$ cat config.mk
export PLATFORM = sky130hd
export DESIGN_NAME = ysyx_23060061_mem_arbiter_flat
export DESIGN_NICKNAME = d
export VERILOG_FILES = /design/src/rtl/ysyx_23060061_mem_arbiter_pkg.sv /design/src/rtl/ysyx_23060061_mem_arbiter_if.sv /design/src/rtl/ysyx_23060061_arb_pick.sv /design/src/rtl/ysyx_23060061_mem_arbiter.sv /design/src/flat_wrapper.sv
export SDC_FILE = /design/constraint.sdc
export NUM_CORES = 1
export LEC_CHECK = 0
export CORE_AREA = 4 4 121 123
export DETAILED_ROUTE_END_ITERATION = 10
export DIE_AREA = 0 0 125 127
export PLACE_DENSITY = 0.73
export SLEW_MARGIN = 0
export SYNTH_ARGS = -nofsm -noshare
export SYNTH_HDL_FRONTEND = slang
export SYNTH_SLANG_ARGS = --single-unit
$ cat constraint.sdc
create_clock -name clk -period 4 [get_ports clk]
set_clock_uncertainty 0.05 [all_clocks]
set_input_delay 0.4 -clock clk [delete_from_list [all_inputs] [get_ports clk]]
set_output_delay 0.4 -clock clk [all_outputs]
set_load 0.01 [all_outputs]
$ cat src/rtl/ysyx_23060061_mem_arbiter_pkg.sv
// Shared types for the IFU/LSU memory arbiter: FSM state, owner encoding, default widths.
// Round-robin arbitration is selected with YSYX_23060061_ARB_RR_EN.
package ysyx_23060061_mem_arbiter_pkg;

    localparam int DEFAULT_ADDR_W = 32;
    localparam int DEFAULT_DATA_W = 32;

    typedef enum logic [1:0] {
        IDLE = 2'd0,
        REQ  = 2'd1,
        RESP = 2'd2
    } arb_state_t;

    typedef enum logic {
        OWN_IFU = 1'b0,
        OWN_LSU = 1'b1
    } owner_t;

    function automatic owner_t other_owner(input owner_t owner);
        return (owner == OWN_IFU) ? OWN_LSU : OWN_IFU;
    endfunction

endpackage

$ cat src/rtl/ysyx_23060061_mem_arbiter_if.sv
// Request/response handshake bundle shared by the IFU, LSU and memory sides of the arbiter.
// master = the side issuing requests, slave = the side serving them.
interface ysyx_23060061_mem_arbiter_if
    import ysyx_23060061_mem_arbiter_pkg::*;
#(
    parameter int ADDR_W = DEFAULT_ADDR_W,
    parameter int DATA_W = DEFAULT_DATA_W
) ();

    logic                  req_valid;
    logic                  req_ready;
    logic [ADDR_W-1:0]     addr;
    logic                  wen;
    logic [DATA_W-1:0]     wdata;
    logic [DATA_W/8-1:0]   wmask;
    logic                  rsp_valid;
    logic                  rsp_ready;
    logic [DATA_W-1:0]     rdata;

    modport master (
        output req_valid, addr, wen, wdata, wmask, rsp_ready,
        input  req_ready, rsp_valid, rdata
    );

    modport slave (
        input  req_valid, addr, wen, wdata, wmask, rsp_ready,
        output req_ready, rsp_valid, rdata
    );

endinterface

$ cat src/rtl/ysyx_23060061_arb_pick.sv
// Combinational winner selection between IFU and LSU requests.
// YSYX_23060061_ARB_RR_EN: contested grants alternate; otherwise the LSU always wins.
module ysyx_23060061_arb_pick
    import ysyx_23060061_mem_arbiter_pkg::*;
(
    input  logic   ifu_valid,
    input  logic   lsu_valid,
    input  owner_t last_owner,
    output logic   grant_valid,
    output owner_t grant_owner
);

`ifdef YSYX_23060061_ARB_RR_EN
    always_comb begin
        grant_valid = ifu_valid | lsu_valid;
        grant_owner = OWN_IFU;
        if (ifu_valid && lsu_valid) begin
            grant_owner = other_owner(last_owner);
        end else if (lsu_valid) begin
            grant_owner = OWN_LSU;
        end
    end
`else
    logic unused_last_owner;
    assign unused_last_owner = last_owner;

    // The LSU serves the older instruction, so it wins every contest.
    always_comb begin
        grant_valid = ifu_valid | lsu_valid;
        grant_owner = OWN_IFU;
        if (lsu_valid) begin
            grant_owner = OWN_LSU;
        end
    end
`endif

endmodule

$ cat src/rtl/ysyx_23060061_mem_arbiter.sv
// Shares one memory port between IFU and LSU; one transaction in flight (IDLE -> REQ -> RESP).
// YSYX_23060061_ARB_RR_EN enables round-robin grants via a last_owner flop.
module ysyx_23060061_mem_arbiter
    import ysyx_23060061_mem_arbiter_pkg::*;
#(
    parameter int ADDR_W = DEFAULT_ADDR_W,
    parameter int DATA_W = DEFAULT_DATA_W
) (
    input  logic                          clk,
    input  logic                          rst,
    ysyx_23060061_mem_arbiter_if.slave    ifu,
    ysyx_23060061_mem_arbiter_if.slave    lsu,
    ysyx_23060061_mem_arbiter_if.master   mem,
    output logic                          busy
);

    arb_state_t            state_reg;
    owner_t                owner_reg;
    logic [ADDR_W-1:0]     addr_reg;
    logic                  wen_reg;
    logic [DATA_W-1:0]     wdata_reg;
    logic [DATA_W/8-1:0]   wmask_reg;
    logic                  mem_req_valid_reg;
    logic                  busy_reg;

    logic [ADDR_W-1:0]     addr_next;
    logic                  wen_next;
    logic [DATA_W-1:0]     wdata_next;
    logic [DATA_W/8-1:0]   wmask_next;

    logic                  grant_valid;
    owner_t                grant_owner;
    owner_t                last_owner;

    logic                  in_idle;
    logic                  in_resp;
    logic                  accept;
    logic                  owner_rsp_ready;
    logic                  rsp_done;

    logic                  unused_ifu_write;
    assign unused_ifu_write = ^{ifu.wen, ifu.wdata, ifu.wmask};

    ysyx_23060061_arb_pick u_pick (
        .ifu_valid   (ifu.req_valid),
        .lsu_valid   (lsu.req_valid),
        .last_owner  (last_owner),
        .grant_valid (grant_valid),
        .grant_owner (grant_owner)
    );

    // Readies are held low while reset is asserted even though the state reads IDLE.
    assign in_idle = (state_reg == IDLE) && rst;
    assign in_resp = (state_reg == RESP);
    assign accept  = in_idle && grant_valid;

    assign ifu.req_ready = in_idle && ifu.req_valid && (grant_owner == OWN_IFU);
    assign lsu.req_ready = in_idle && lsu.req_valid && (grant_owner == OWN_LSU);

    // Instruction fetches are always reads with an empty mask.
    always_comb begin
        addr_next  = ifu.addr;
        wen_next   = 1'b0;
        wdata_next = '0;
        wmask_next = '0;
        if (grant_owner == OWN_LSU) begin
            addr_next  = lsu.addr;
            wen_next   = lsu.wen;
            wdata_next = lsu.wdata;
            wmask_next = lsu.wmask;
        end
    end

    assign owner_rsp_ready = (owner_reg == OWN_LSU) ? lsu.rsp_ready : ifu.rsp_ready;
    assign rsp_done        = in_resp && mem.rsp_valid && owner_rsp_ready;

    always_ff @(posedge clk or negedge rst) begin
        if (!rst) begin
            state_reg         <= IDLE;
            owner_reg         <= OWN_IFU;
            addr_reg          <= '0;
            wen_reg           <= 1'b0;
            wdata_reg         <= '0;
            wmask_reg         <= '0;
            mem_req_valid_reg <= 1'b0;
            busy_reg          <= 1'b0;
        end else begin
            case (state_reg)
                IDLE: begin
                    if (accept) begin
                        state_reg         <= REQ;
                        owner_reg         <= grant_owner;
                        addr_reg          <= addr_next;
                        wen_reg           <= wen_next;
                        wdata_reg         <= wdata_next;
                        wmask_reg         <= wmask_next;
                        mem_req_valid_reg <= 1'b1;
                        busy_reg          <= 1'b1;
                    end
                end
                REQ: begin
                    if (mem.req_ready) begin
                        state_reg         <= RESP;
                        mem_req_valid_reg <= 1'b0;
                    end
                end
                RESP: begin
                    if (rsp_done) begin
                        state_reg <= IDLE;
                        busy_reg  <= 1'b0;
                    end
                end
                default: begin
                    state_reg         <= IDLE;
                    mem_req_valid_reg <= 1'b0;
                    busy_reg          <= 1'b0;
                end
            endcase
        end
    end

`ifdef YSYX_23060061_ARB_RR_EN
    owner_t last_owner_reg;

    always_ff @(posedge clk or negedge rst) begin
        if (!rst) begin
            last_owner_reg <= OWN_IFU;
        end else if (accept) begin
            last_owner_reg <= grant_owner;
        end
    end

    assign last_owner = last_owner_reg;
`else
    assign last_owner = OWN_IFU;
`endif

    assign mem.req_valid = mem_req_valid_reg;
    assign mem.addr      = addr_reg;
    assign mem.wen       = wen_reg;
    assign mem.wdata     = wdata_reg;
    assign mem.wmask     = wmask_reg;
    assign mem.rsp_ready = in_resp && owner_rsp_ready;

    // Response path is combinational from memory to the owner only.
    assign ifu.rsp_valid = in_resp && (owner_reg == OWN_IFU) && mem.rsp_valid;
    assign lsu.rsp_valid = in_resp && (owner_reg == OWN_LSU) && mem.rsp_valid;
    assign ifu.rdata     = (in_resp && (owner_reg == OWN_IFU)) ? mem.rdata : '0;
    assign lsu.rdata     = (in_resp && (owner_reg == OWN_LSU)) ? mem.rdata : '0;

    assign busy = busy_reg;

endmodule

$ cat src/flat_wrapper.sv
// flat-port wrapper written by rule: the top's interface ports become plain ports
module ysyx_23060061_mem_arbiter_flat import ysyx_23060061_mem_arbiter_pkg::*;
#(
    parameter int ADDR_W = DEFAULT_ADDR_W,
    parameter int DATA_W = DEFAULT_DATA_W
)
  (clk, rst, busy, ifu_req_valid, ifu_addr, ifu_wen, ifu_wdata, ifu_wmask, ifu_rsp_ready, ifu_req_ready, ifu_rsp_valid, ifu_rdata, lsu_req_valid, lsu_addr, lsu_wen, lsu_wdata, lsu_wmask, lsu_rsp_ready, lsu_req_ready, lsu_rsp_valid, lsu_rdata, mem_req_valid, mem_addr, mem_wen, mem_wdata, mem_wmask, mem_rsp_ready, mem_req_ready, mem_rsp_valid, mem_rdata);
  ysyx_23060061_mem_arbiter_if #(.ADDR_W(ADDR_W), .DATA_W(DATA_W)) ifu_i ();
  ysyx_23060061_mem_arbiter_if #(.ADDR_W(ADDR_W), .DATA_W(DATA_W)) lsu_i ();
  ysyx_23060061_mem_arbiter_if #(.ADDR_W(ADDR_W), .DATA_W(DATA_W)) mem_i ();
  input  logic clk;
  input  logic rst;
  output logic busy;
  input wire logic [$bits(ifu_i.req_valid)-1:0] ifu_req_valid;
  input wire logic [$bits(ifu_i.addr)-1:0] ifu_addr;
  input wire logic [$bits(ifu_i.wen)-1:0] ifu_wen;
  input wire logic [$bits(ifu_i.wdata)-1:0] ifu_wdata;
  input wire logic [$bits(ifu_i.wmask)-1:0] ifu_wmask;
  input wire logic [$bits(ifu_i.rsp_ready)-1:0] ifu_rsp_ready;
  output wire logic [$bits(ifu_i.req_ready)-1:0] ifu_req_ready;
  output wire logic [$bits(ifu_i.rsp_valid)-1:0] ifu_rsp_valid;
  output wire logic [$bits(ifu_i.rdata)-1:0] ifu_rdata;
  input wire logic [$bits(lsu_i.req_valid)-1:0] lsu_req_valid;
  input wire logic [$bits(lsu_i.addr)-1:0] lsu_addr;
  input wire logic [$bits(lsu_i.wen)-1:0] lsu_wen;
  input wire logic [$bits(lsu_i.wdata)-1:0] lsu_wdata;
  input wire logic [$bits(lsu_i.wmask)-1:0] lsu_wmask;
  input wire logic [$bits(lsu_i.rsp_ready)-1:0] lsu_rsp_ready;
  output wire logic [$bits(lsu_i.req_ready)-1:0] lsu_req_ready;
  output wire logic [$bits(lsu_i.rsp_valid)-1:0] lsu_rsp_valid;
  output wire logic [$bits(lsu_i.rdata)-1:0] lsu_rdata;
  output wire logic [$bits(mem_i.req_valid)-1:0] mem_req_valid;
  output wire logic [$bits(mem_i.addr)-1:0] mem_addr;
  output wire logic [$bits(mem_i.wen)-1:0] mem_wen;
  output wire logic [$bits(mem_i.wdata)-1:0] mem_wdata;
  output wire logic [$bits(mem_i.wmask)-1:0] mem_wmask;
  output wire logic [$bits(mem_i.rsp_ready)-1:0] mem_rsp_ready;
  input wire logic [$bits(mem_i.req_ready)-1:0] mem_req_ready;
  input wire logic [$bits(mem_i.rsp_valid)-1:0] mem_rsp_valid;
  input wire logic [$bits(mem_i.rdata)-1:0] mem_rdata;
  assign ifu_i.req_valid = ifu_req_valid;
  assign ifu_i.addr = ifu_addr;
  assign ifu_i.wen = ifu_wen;
  assign ifu_i.wdata = ifu_wdata;
  assign ifu_i.wmask = ifu_wmask;
  assign ifu_i.rsp_ready = ifu_rsp_ready;
  assign ifu_req_ready = ifu_i.req_ready;
  assign ifu_rsp_valid = ifu_i.rsp_valid;
  assign ifu_rdata = ifu_i.rdata;
  assign lsu_i.req_valid = lsu_req_valid;
  assign lsu_i.addr = lsu_addr;
  assign lsu_i.wen = lsu_wen;
  assign lsu_i.wdata = lsu_wdata;
  assign lsu_i.wmask = lsu_wmask;
  assign lsu_i.rsp_ready = lsu_rsp_ready;
  assign lsu_req_ready = lsu_i.req_ready;
  assign lsu_rsp_valid = lsu_i.rsp_valid;
  assign lsu_rdata = lsu_i.rdata;
  assign mem_req_valid = mem_i.req_valid;
  assign mem_addr = mem_i.addr;
  assign mem_wen = mem_i.wen;
  assign mem_wdata = mem_i.wdata;
  assign mem_wmask = mem_i.wmask;
  assign mem_rsp_ready = mem_i.rsp_ready;
  assign mem_i.req_ready = mem_req_ready;
  assign mem_i.rsp_valid = mem_rsp_valid;
  assign mem_i.rdata = mem_rdata;
  ysyx_23060061_mem_arbiter #(.ADDR_W(ADDR_W), .DATA_W(DATA_W)) u_core (.clk(clk), .rst(rst), .ifu(ifu_i), .lsu(lsu_i), .mem(mem_i), .busy(busy));
endmodule
==> run metrics <==
status finished clean; ANT cells 0; actual slew at the worst max-slew pin 0.994 ns; Die Y between 100 and 150 um; syn_nets 465; area share of the largest cell type after synthesis 0.504; maximum vdd drop between 0.0002 and 0.00025 V; Worst Path Max Fanout 39; std cell rows 43; worst reg2reg path depth 4; R2R setup slack slightly below 2 ns; Hold Violations, Final 0; Synth Warn # 0; CTS tree yes; Clock Pin Slew Worst Setup and Hold Paths around 0.060 ns; final net count approximately 740; Worst Setup Start Kind input port; DR vias about 3300; Rel. slew slack 0.337; synthesized cell area about 0.0037 mm2; Fin Setup TNS 0 ns; gpl congestion about 0.86; Period minus WS final ~3.3 ns; DPL Wire Length about 9900 um; placed insts 732; worst slack at placement ~1.2 ns; Non-Filler Instances approximately 750; Starting DRT DRC Count roughly 190; CP cell instances dlygate4sd3_1, buf_4, nor3b_2, and2_1, buf_4, clkdlybuf4s50_1; PnR worst setup slack a little under 0.7 ns; Core Region around 0.014 mm2; clock buffer depth 2; Critical Path Stages 6; gr ovfl total 0; die width around 130 um; cell repeated most along the worst path buf_4; Post-Route WL about 13000 um; Netlist cell types 21; DIE AREA around 0.016 mm2; htree depth 3; Clock Latency Late Sink around 0.32 ns; critical path class input port to output pin; Initial DRT Pass Iterations 4; Tot Pwr about 4.3 mW; Crit path arrival time ~2.9 ns; Initial Utilization 0.269; Worst Setup EP lsu_req_ready; r2r startpoint u_core.state_reg[1]; final setup vio count 0; Routed Antenna Nets 0; wire length of the first global-routing pass around 20000 um; synthesized instance count about 290; fmax approximately 300 MHz; DR WL met3 1150 um; Slew Viols, Final 0; met1 WL ~4800 um; Final Cycle Share 0.830; Max Cap Viol 0; Crit. Startpoint rst; slowest stage cell, crit path clkdlybuf4s50_1; worst r2r dst u_core.mem.addr[28]; port bufs 280; RSZ-0062 raised after global routing no; layout cell share with drive strength beyond 1 0.153; syn_area_per_cell around 13 um2; Num CTS Buffers 9; worst path required time about 3.6 ns; initial antenna violation count 0; #FFs+latches synth 74; I/O pins 318; Root Buffer clkbuf_16; largest net degree at the start of global routing between 70 and 80; vias in the first global route about 3800; sequential area share after synthesis 0.504; Area Overhead vs Synth 89.4%; power density cells between 600 and 700 mW/mm2; Buf+Inv Stages, Crit Path 4; endpoint type of the worst setup path output pin; DRC Markers 0; Post-synth EDFFs 0; CP delay by family, top buffers and inverters; setup bufs post-CTS 0; post-synth top area cell dfrtp_1; Synth area leaders dfrtp_1 (50%), mux2_4 (12%), and2_1 (11%), mux2_2 (10%), a22o_1 (8.8%); Avg WL per Cell 17.0 um; Post-synth top flop dfrtp_1; Async SR Flop Fraction 1.00; DR vias/cell around 4.5; GRT Resource Usage Total 0.153; Leak a little under 3 nW; Hold Path Class register to register; met2 WL 6650 um; Max Used Layer met4; crit-path max cell delay a little over 0.6 ns; clock sinks 74
-- per-stage QoR --
stage / hold WS (ns) / area (um2) / utilization
after global placement: 0.275 / 6630 / 0.485
after detailed placement: 0.279 / 6630 / 0.485
after global routing: 0.458 / 6960 / 0.509
final: 0.441 / 6960 / 0.509
after CTS: 0.439 / 6960 / 0.509
after floorplan: 0.0544 / 3680 / -
-- layout make-up --
| class | instances | area (um2) |
|---|---|---|
| multi-input combinational | 191 | 1710 |
| tap | 180 | 225 |
| timing repair buffer | 287 | 2860 |
| sequential | 74 | 1850 |
| clock buffer | 11 | 243 |
| fill | 1210 | 6700 |
| inverter | 1 | 3.75 |
| clock inverter | 4 | 76.3 |
-- logic make-up (layout without fill, tap and decap cells) --
group / after synthesis / count (layout) / synth area share
compound gates: 42 / 42 / 0.0977
simple gates: 84 / 84 / 0.135
flops: 74 / 74 / 0.504
mux: 65 / 65 / 0.229
buf+inv: 22 / 303 / 0.0340
-- worst min path at each step --
stage,start,to,cells after the start
finish,u_core.mem.req_valid,u_core.mem.req_valid,2
global route,u_core.mem.wdata[20],u_core.mem.wdata[20],1
CTS,u_core.mem.req_valid,u_core.mem.req_valid,2
detailed placement,rst,u_core.mem.wdata[3],1
global placement,rst,u_core.mem.wdata[3],1
floorplan,rst,u_core.busy,0
-- where the power goes --
group	internal [mW]	total, mW	switching, mW	leakage [nW]
sequential	1.12	1.34	0.220	0.910
clock	0.561	0.853	0.292	0.152
combinational	1.34	2.11	0.777	1.91
total	3.02	4.30	1.29	2.97
-- worst register-to-register path: stages, from the launching register on --
cell and delay [ns]:
dfrtp_1 0.46, nor3b_2 0.12, o21ai_4 0.07, buf_4 0.77
mux2_2 0.46
-- cell usage in the layout (no fill, tap or decap), types with 2 or more instances in the layout --
cell	netlist	final
mux2_4	30	30
and2_1	67	67
buf_4	2	7
clkdlybuf4s50_1	0	279
clkbuf_16	0	9
bufinv_16	0	2
dfrtp_1	74	74
nand2_1	9	9
nor2_1	5	5
a22o_1	37	37
mux2_2	34	34
-- cells in the mapped netlist, types with 2 or more instances --
master and count:
buf_4 2, mux2_4 30, nor2_1 5, a22o_1 37, dfrtp_1 74, nand2_1 9, buf_6 3, clkbuf_1 6
and2_1 67, buf_2 10, mux2_2 34
-- timing repair --
action | CTS | global route
endpoints found under the hold margin | 26 | 0
gates resized for setup | 0 | 0
setup endpoints to repair | 0 | 0
hold buffers | 1 | 0
-- routing by layer --
metal / GRT usage / up-vias
li1: - / 1560
met1: 0.168 / 1615
met2: 0.280 / 161
met3: 0.0602 / 6
met4: 0.0364 / 0
met5: 0 / -
(Power assumes the default switching activity.)
